## src/rtl/if_id_pkg.sv

```systemverilog
// Shared types and constants for the IF/ID instruction queue.
package if_id_pkg;

  localparam int unsigned PcWDefault    = 8;
  localparam int unsigned InstrWDefault = 8;
  localparam logic [7:0]  NopInstr      = 8'h00;

  typedef struct packed {
    logic [PcWDefault-1:0]    pc;
    logic [InstrWDefault-1:0] instr;
  } if_id_entry_t;

endpackage

```

## src/rtl/fifo_ptr.sv

```systemverilog
// FIFO pointer with an extra wrap bit above the index; clear beats increment.
module fifo_ptr #(
  parameter int unsigned IdxW = 2
) (
  input  logic          clk,
  input  logic          rst,
  input  logic          inc_i,
  input  logic          clr_i,
  output logic [IdxW:0] ptr_o
);

  logic [IdxW:0] ptr_d, ptr_q;

  // Power-of-two depth: plain binary increment wraps the index and toggles the wrap bit.
  always_comb begin
    ptr_d = ptr_q;
    if (clr_i) begin
      ptr_d = '0;
    end else if (inc_i) begin
      ptr_d = ptr_q + {{IdxW{1'b0}}, 1'b1};
    end
  end

  always_ff @(posedge clk or negedge rst) begin
    if (!rst) begin
      ptr_q <= '0;
    end else begin
      ptr_q <= ptr_d;
    end
  end

  assign ptr_o = ptr_q;

endmodule

```

## src/rtl/if_id_queue.sv

```systemverilog
// DEPTH-entry {pc, instr} FIFO between fetch and decode; NOP at the head when empty.
// Define IFQ_STATS_EN to add the stall_cycles / flush_count counters.
module if_id_queue
  import if_id_pkg::*;
#(
  parameter int unsigned PC_W    = PcWDefault,
  parameter int unsigned INSTR_W = InstrWDefault,
  parameter int unsigned DEPTH   = 4,
  parameter int unsigned CNT_W   = $clog2(DEPTH) + 1
) (
  input  logic               clk,
  input  logic               rst,
  input  logic               flush,
  input  logic               in_valid,
  output logic               in_ready,
  input  logic [PC_W-1:0]    pc,
  input  logic [INSTR_W-1:0] instr_in,
  output logic               out_valid,
  input  logic               out_ready,
  output logic [PC_W-1:0]    pc_out,
  output logic [INSTR_W-1:0] instr_out,
  output logic [CNT_W-1:0]   count
`ifdef IFQ_STATS_EN
  ,
  output logic [15:0]        stall_cycles,
  output logic [15:0]        flush_count
`endif
);

  localparam int unsigned IdxW = $clog2(DEPTH);

  typedef struct packed {
    logic [PC_W-1:0]    pc;
    logic [INSTR_W-1:0] instr;
  } entry_t;

  entry_t        mem_q [DEPTH];
  entry_t        head;
  logic [IdxW:0] rd_ptr, wr_ptr;
  logic          empty, full, push, pop;

  assign empty = (rd_ptr == wr_ptr);
  assign full  = (rd_ptr[IdxW-1:0] == wr_ptr[IdxW-1:0]) && (rd_ptr[IdxW] != wr_ptr[IdxW]);

  assign in_ready  = !full;
  assign out_valid = !empty;
  assign push      = in_valid & in_ready & !flush;
  assign pop       = out_valid & out_ready & !flush;

  fifo_ptr #(
    .IdxW (IdxW)
  ) u_wr_ptr (
    .clk   (clk),
    .rst   (rst),
    .inc_i (push),
    .clr_i (flush),
    .ptr_o (wr_ptr)
  );

  fifo_ptr #(
    .IdxW (IdxW)
  ) u_rd_ptr (
    .clk   (clk),
    .rst   (rst),
    .inc_i (pop),
    .clr_i (flush),
    .ptr_o (rd_ptr)
  );

  // Storage is never reset; empty forces the outputs so stale contents stay hidden.
  always_ff @(posedge clk) begin
    if (push) begin
      mem_q[wr_ptr[IdxW-1:0]] <= '{pc: pc, instr: instr_in};
    end
  end

  assign head      = mem_q[rd_ptr[IdxW-1:0]];
  assign pc_out    = empty ? '0 : head.pc;
  assign instr_out = empty ? INSTR_W'(NopInstr) : head.instr;
  assign count     = CNT_W'(wr_ptr - rd_ptr);

`ifdef IFQ_STATS_EN
  logic [15:0] stall_d, stall_q, flush_cnt_d, flush_cnt_q;

  always_comb begin
    stall_d     = stall_q;
    flush_cnt_d = flush_cnt_q;
    if (in_valid && !in_ready && (stall_q != 16'hFFFF)) begin
      stall_d = stall_q + 16'd1;
    end
    if (flush && (flush_cnt_q != 16'hFFFF)) begin
      flush_cnt_d = flush_cnt_q + 16'd1;
    end
  end

  always_ff @(posedge clk or negedge rst) begin
    if (!rst) begin
      stall_q     <= '0;
      flush_cnt_q <= '0;
    end else begin
      stall_q     <= stall_d;
      flush_cnt_q <= flush_cnt_d;
    end
  end

  assign stall_cycles = stall_q;
  assign flush_count  = flush_cnt_q;
`endif

endmodule

```

## config.mk

```make
export PLATFORM = sky130hd
export DESIGN_NAME = if_id_queue
export DESIGN_NICKNAME = d
export VERILOG_FILES = /design/src/rtl/if_id_pkg.sv /design/src/rtl/fifo_ptr.sv /design/src/rtl/if_id_queue.sv
export SDC_FILE = /design/constraint.sdc
export NUM_CORES = 1
export LEC_CHECK = 0
export ABC_AREA = 1
export ABC_CLOCK_PERIOD_IN_PS = 4750
export CORE_ASPECT_RATIO = 0.75
export CORE_MARGIN = 2
export CORE_UTILIZATION = 45
export CTS_CLUSTER_SIZE = 14
export DETAILED_ROUTE_END_ITERATION = 12
export PLACE_DENSITY = 0.68
export SYNTH_ARGS = -nofsm -noshare
export SYNTH_HDL_FRONTEND = slang
export SYNTH_SLANG_ARGS = --single-unit
export TNS_END_PERCENT = 20
```

## constraint.sdc

```tcl
create_clock -name clk -period 4.75 [get_ports clk]
set_clock_uncertainty 0.1 [all_clocks]
set_input_delay 0.475 -clock clk [delete_from_list [all_inputs] [get_ports clk]]
set_output_delay 0.475 -clock clk [all_outputs]
set_load 0.03 [all_outputs]
```

==> results of run 1 <==
## worst max-delay path by stage
stage                        to  slack [ns]
global route          pc_out[7]        1.29
CTS                   pc_out[7]        1.42
finish                pc_out[7]        1.45
detailed placement    pc_out[7]        1.79
floorplan           mem_q[0][0]        2.03
global placement      pc_out[7]        1.83
## layout make-up
| type | count | share of cell area [%] |
|---|---|---|
| tap | 81 | 2.73 |
| inverter | 16 | 1.75 |
| clock buffer | 11 | 3.54 |
| sequential | 70 | 55.9 |
| multi-input combinational | 160 | 22.4 |
| timing repair buffer | 47 | 12.3 |
| clock inverter | 5 | 1.35 |
## worst register-to-register path: stages, from the launching register on
cell	delay [ns]
dfrtp_1	0.80
ha_1	0.36
nand2_1	0.08
inv_1	0.08
nand3_2	0.12
nand3_1	0.15
nor2_1	0.13
buf_4	0.29
## routing by layer
metal | wire (um) | vias to the layer above
met4 | 68 | 0
li1 | - | 987
met3 | 279 | 7
met1 | 2730 | 920
met5 | 0 | -
met2 | 2730 | 44
## state kept, by name, summed over array words and instances, names as in the netlist
signal and count:
mem_q 64, u_rd_ptr.ptr_o 3, u_wr_ptr.ptr_o 3
## power by group through the flow
stage / Combinational (mW) / Sequential (mW) / Clock [mW]
after floorplan: 0.286 / 0.711 / 0
after global placement: 0.413 / 0.719 / 0
after global routing: 0.451 / 0.708 / 0.475
after detailed placement: 0.416 / 0.720 / 0
after CTS: 0.419 / 0.706 / 0.448
final: 0.414 / 0.707 / 0.438
## cells by family after synthesis
group	synth area share, %
AND/OR/NAND/NOR	14.3
flip-flops	67.7
AO/OA/AOI/OAI	9.08
buffers and inverters	5.07
adder cells (fa/ha/maj)	3.52
XOR/XNOR	0.286
## per-stage QoR
step / hold WS (ns) / setup slack [ns]
finish: 0.308 / 1.45
CTS: 0.290 / 1.42
floorplan: 0.0794 / 2.03
detailed placement: 0.471 / 1.79
global placement: 0.456 / 1.83
global route: 0.307 / 1.29
## cells in the final DEF (no fill, tap or decap), types with 2 or more instances in the layout
master,instances
clkbuf_1,2
nor2_1,70
a21oi_2,10
o21ai_0,29
nand2_1,15
nand3_1,7
ha_1,7
buf_4,6
clkdlybuf4s50_1,41
clkinv_1,3
edfxtp_1,64
nand2_2,3
clkbuf_8,9
dfrtp_1,6
a21oi_1,6
o21ai_1,3
nand4_1,6
inv_2,4
inv_1,11
==> flow_summary.ini, run 1 <==
[run_status]
status = finished, final reports clean

[placement]
hpwl_um = 3620
gp_congestion = 0.758
dpl_cell_area_mm2 = 0.00353
port_buffers = 41
placed_cells = 374

[final_layout]
final_nets = 333
diodes = 0
drive_gt1_share_pct = 12.0
stdcell_count = 390
fillers = 520
fin_util_pct = 57.5
seqCellArea_mm2 = 0.00207
area.growth.synth_to_final_pct = 21.2
final_area_mm2 = 0.00371
multi_input_comb_area_um2 = 832

[critical_path]
critPathBufInv = 3
crit_chain = ha_1, nand2_1, inv_1, nand3_4, inv_6, a21oi_1, clkdlybuf4s50_1
r2r_slack_ns = 2.33
cp.arrival_ns = 2.73
startpoint_type = register
r2r_end = mem_q[3][14]
crit_path_end_kind = output pin
r2r_cells = 7
required_ns = 4.18
cp.depth = 7
path_class = register to output pin
slowest_stage = dfrtp_1
cp_max_fo = 21
critical_path.top_delay_family = buffers and inverters
cpPeakStageDelay_ns = 0.80
worstSetupStartpoint = u_rd_ptr.ptr_o[0]
rr_startpoint = u_rd_ptr.ptr_o[0]

[die]
die_y_um = 75.4
num_io_pins = 42
die_width_um = 99.2
core_area_mm2 = 0.00644
dieArea_mm2 = 0.00748
initial_utilization_pct = 47.5
rows = 25

[route]
viasPerCell = 5.02
wl_per_cell_um = 14.9
drtAntennaViolNets = 0
first_pass_iters = 4
via_count = 1958
drc = 0
drt_iter0_markers = 91
wl_um = 5810

[timing]
report.final.slew_viol_count = 0
finalSetupViolCount = 0
min_period_ns = 3.30
finalHoldViolCount = 0
worst_pin_slew_ns = 0.704
rsz0062_at_grt = no
finalCritPeriodShare_pct = 69.5
finalSetupTns_ns = 0
max_freq_mhz = 303
slew_headroom_pct = 53.1

[synthesis]
synth_cells = 258
synth_edf_count = 64
synth_cell_type_count = 25
synth_top_area_share_pct = 62.8
synth_nets = 287
ys_top_cells_by_count = 70 x nor2_1, 64 x edfxtp_1, 29 x o21ai_0
synth_most_common_cell = nor2_1
synth_seq_cells = 70
avgSynthCellArea_um2 = 11.9
async_reset_ff_share_pct = 8.57
synth.area.top_cells = edfxtp_1 63%, nor2_1 8.6%, dfrtp_1 4.9%
ys.flop_type = edfxtp_1
synth_top_area_cell = edfxtp_1
ys_warn_count = 0
yosysSeqAreaShare_pct = 67.7
syn-cell-area_mm2 = 0.00306

[global_route]
use_met3_pct = 4.77
grt_busiest_layer = met2
grt_usage_pct = 16.6
grt_use_met1_pct = 20.8
antenna_found_initial = 0
grt_max_degree = 34
grt_pass1_wl_um = 9000
grt_util_met2_pct = 27.9
grt_pass1_vias = 1864
overflow = 0

[clock_network]
clk_latency_ns = 0.33
path_clk_slew_ns = 0.06
cts_resized = 0
post_cts_buffers = 0
cts_sinks = 70
tritoncts = done
hold_buffers = 0
cts_buffers = 9
clk_path_buf_depth = 2
cts_max_level = 3
clock-root-buffer = clkbuf_8

[pwr]
power.density_mw_per_mm2 = 421
sw_frac_of_total_pct = 30.5
fin_total_pwr_mw = 1.56
p_comb_share_pct = 26.6
power.leakage_nw = 1.36
p_int_mw = 1.08
p_switching_mw = 0.475
power_frac_clock_pct = 28.1
seq_power_share_pct = 45.3
vdd_drop_max_uv = 244

[flow_run]
cap_viol_max_count = 0

[hold_path]
worstHoldPathType = input port to asynchronous set/reset pin
Power figures use the tool's default switching activity.
==> run 2, diff against run 1 <==
--- a/config.mk
+++ b/config.mk
@@ -6,13 +6,13 @@
 export NUM_CORES = 1
 export LEC_CHECK = 0
 export ABC_AREA = 1
-export ABC_CLOCK_PERIOD_IN_PS = 4750
+export ABC_CLOCK_PERIOD_IN_PS = 2990
 export CORE_ASPECT_RATIO = 0.75
 export CORE_MARGIN = 2
 export CORE_UTILIZATION = 45
 export CTS_CLUSTER_SIZE = 14
 export DETAILED_ROUTE_END_ITERATION = 12
-export PLACE_DENSITY = 0.68
+export PLACE_DENSITY = 0.7
 export SYNTH_ARGS = -nofsm -noshare
 export SYNTH_HDL_FRONTEND = slang
 export SYNTH_SLANG_ARGS = --single-unit
==> constraint.sdc (replaced) <==
create_clock -name clk -period 2.99 [get_ports clk]
set_clock_uncertainty 0.1 [all_clocks]
set_input_delay 0.299 -clock clk [delete_from_list [all_inputs] [get_ports clk]]
set_output_delay 0.299 -clock clk [all_outputs]
set_load 0.03 [all_outputs]
==> run 2 against run 1 <==
Effect of this change:
- setup slack worse by 1.2 ns
- sequential share of layout area down 0.89 points
- clock-buffer cell count down 2
- first-iteration DRC count up 36%
- critical path depth unchanged
- register-to-register slack worse by 1.4 ns
- via count up 1.1%
- final area up 1.6%
- critical path type unchanged
- critical endpoint is now pc_out[5]
- highest routed layer unchanged
==> flow_summary.ini, run 2 (synthesis gave the netlist of run 1 again) <==
[timing]
slew_headroom_pct = 75.4
hold-worst-slack_ns = 0.109
finalCritPeriodShare_pct = 91.3
report.final.slew_viol_count = 0
min_period_ns = 2.73
max_freq_mhz = 366
finalSetupViolCount = 0
worst_pin_slew_ns = 0.368
finalHoldViolCount = 0
finalSetupTns_ns = 0
rsz0062_at_grt = no

[final_layout]
mostFrequentLayoutCells = 70 x nor2_1, 64 x edfxtp_1, 29 x o21ai_0, 28 x clkdlybuf4s50_1, 23 x buf_4
diodes = 0
fin_util_pct = 58.5
drive_gt1_share_pct = 18.8
fillers = 547
area.growth.synth_to_final_pct = 23.1
seqCellArea_mm2 = 0.00207
largest_register_ff_count = 64
final_nets = 337
final_area_mm2 = 0.00377
multi_input_comb_area_um2 = 832
layout_commonest_cell = nor2_1

[pwr]
p_comb_share_pct = 24.5
power_frac_clock_pct = 34.2
power.leakage_nw = 1.43
p_switching_mw = 0.807
sw_frac_of_total_pct = 29.9
p_int_mw = 1.89
power.density_mw_per_mm2 = 715
vdd_drop_max_uv = 351
seq_power_share_pct = 41.3

[die]
initial_utilization_pct = 47.5
num_io_pins = 42
die_width_um = 99.2
rows = 25
dieArea_mm2 = 0.00748
die_y_um = 75.4
core_area_mm2 = 0.00644

[global_route]
grt_usage_pct = 17.7
grt_pass1_vias = 1855
overflow = 0
grt_pass1_wl_um = 9630
grt_max_degree = 24
antenna_found_initial = 0

[route]
drtAntennaViolNets = 0
wl_per_cell_um = 15.2
drc = 0
first_pass_iters = 4
via_count = 1980
drt_iter0_markers = 124
viasPerCell = 5.03
wl_um = 5970

[critical_path]
required_ns = 2.59
critPathBufInv = 3
critical_path.top_delay_family = buffers and inverters
cp.arrival_ns = 2.33
startpoint_type = register
slowest_stage = clkdlybuf4s50_1
cpPeakStageDelay_ns = 0.67
path_class = register to output pin
crit_chain = ha_1, nand2_1, inv_1, nand3_4, inv_6, a21oi_2, clkdlybuf4s50_1
cp_max_fo = 16
crit_path_end_kind = output pin

[placement]
hpwl_um = 3820
gp_congestion = 0.779
dpl_cell_area_mm2 = 0.00352
port_buffers = 41

[clock_network]
clk_latency_ns = 0.35
cts_resized = 0
tritoncts = done
cts_buffers = 9
hold_buffers = 0
cts_sinks = 70
path_clk_slew_ns = 0.07
post_cts_buffers = 0
clock-root-buffer = clkbuf_8
cts_max_level = 3
clk_path_buf_depth = 2

[flow_run]
cap_viol_max_count = 0

[run_status]
status = finished, final reports clean

[hold_path]
worstHoldPathType = input port to asynchronous set/reset pin
-- run 2: changes by cell type in the layout (fill, tap and decap cells not counted), sizes merged --
cell,change
clkinv,-3
clkinvlp,+1
buf,+17
clkdlybuf4s50,-13
inv,+2
clkbuf,-2
bufinv,+2
-- run 2: layout make-up --
cell class,instances,area share (%)
clock buffer,9,3.29
sequential,70,55.0
multi-input combinational,160,22.1
tap,81,2.69
inverter,16,1.73
clock inverter,7,3.19
timing repair buffer,51,12.0
-- run 2: path summary, 6_finish.rpt --
kind                                     end               from  slack (ns)  cells after the start
max                                pc_out[5]  u_rd_ptr.ptr_o[0]        0.26                      7
min                        u_wr_ptr.ptr_o[2]                rst        0.11                      1
max reg2reg                     mem_q[3][12]  u_rd_ptr.ptr_o[0]        0.90                      7
min reg2reg                u_wr_ptr.ptr_o[0]  u_wr_ptr.ptr_o[0]        0.48                      2
max in group asynchronous  u_rd_ptr.ptr_o[2]                rst        2.44                      1
min in group clk           u_wr_ptr.ptr_o[0]  u_wr_ptr.ptr_o[0]        0.48                      2
-- run 2: routing by layer --
layer  up-vias  share of wire, %  global-route usage (%)
met5         -                 0                       0
met4         0               1.3                    5.48
met3        10               6.1                    6.97
met2        54                44                    25.7
met1       923                49                    24.8
li1        993                 -                       -
-- run 2: metrics by stage --
stage               power [mW]  setup WS (ns)  cells
floorplan                 1.58          0.274    258
detailed placement        1.80          0.621    378
CTS                       2.72          0.236    394
finish                    2.70          0.261    394
global route              2.82         0.0805    394
global placement          1.80          0.658    378
-- run 2: power groups by stage --
stage,logic [mW],clock network (mW),registers (mW)
2_1_floorplan,0.454,0,1.13
3_3_place_gp,0.664,0,1.13
3_5_place_dp,0.669,0,1.14
4_1_cts,0.672,0.938,1.11
5_1_grt,0.722,0.983,1.12
6_report,0.661,0.921,1.11
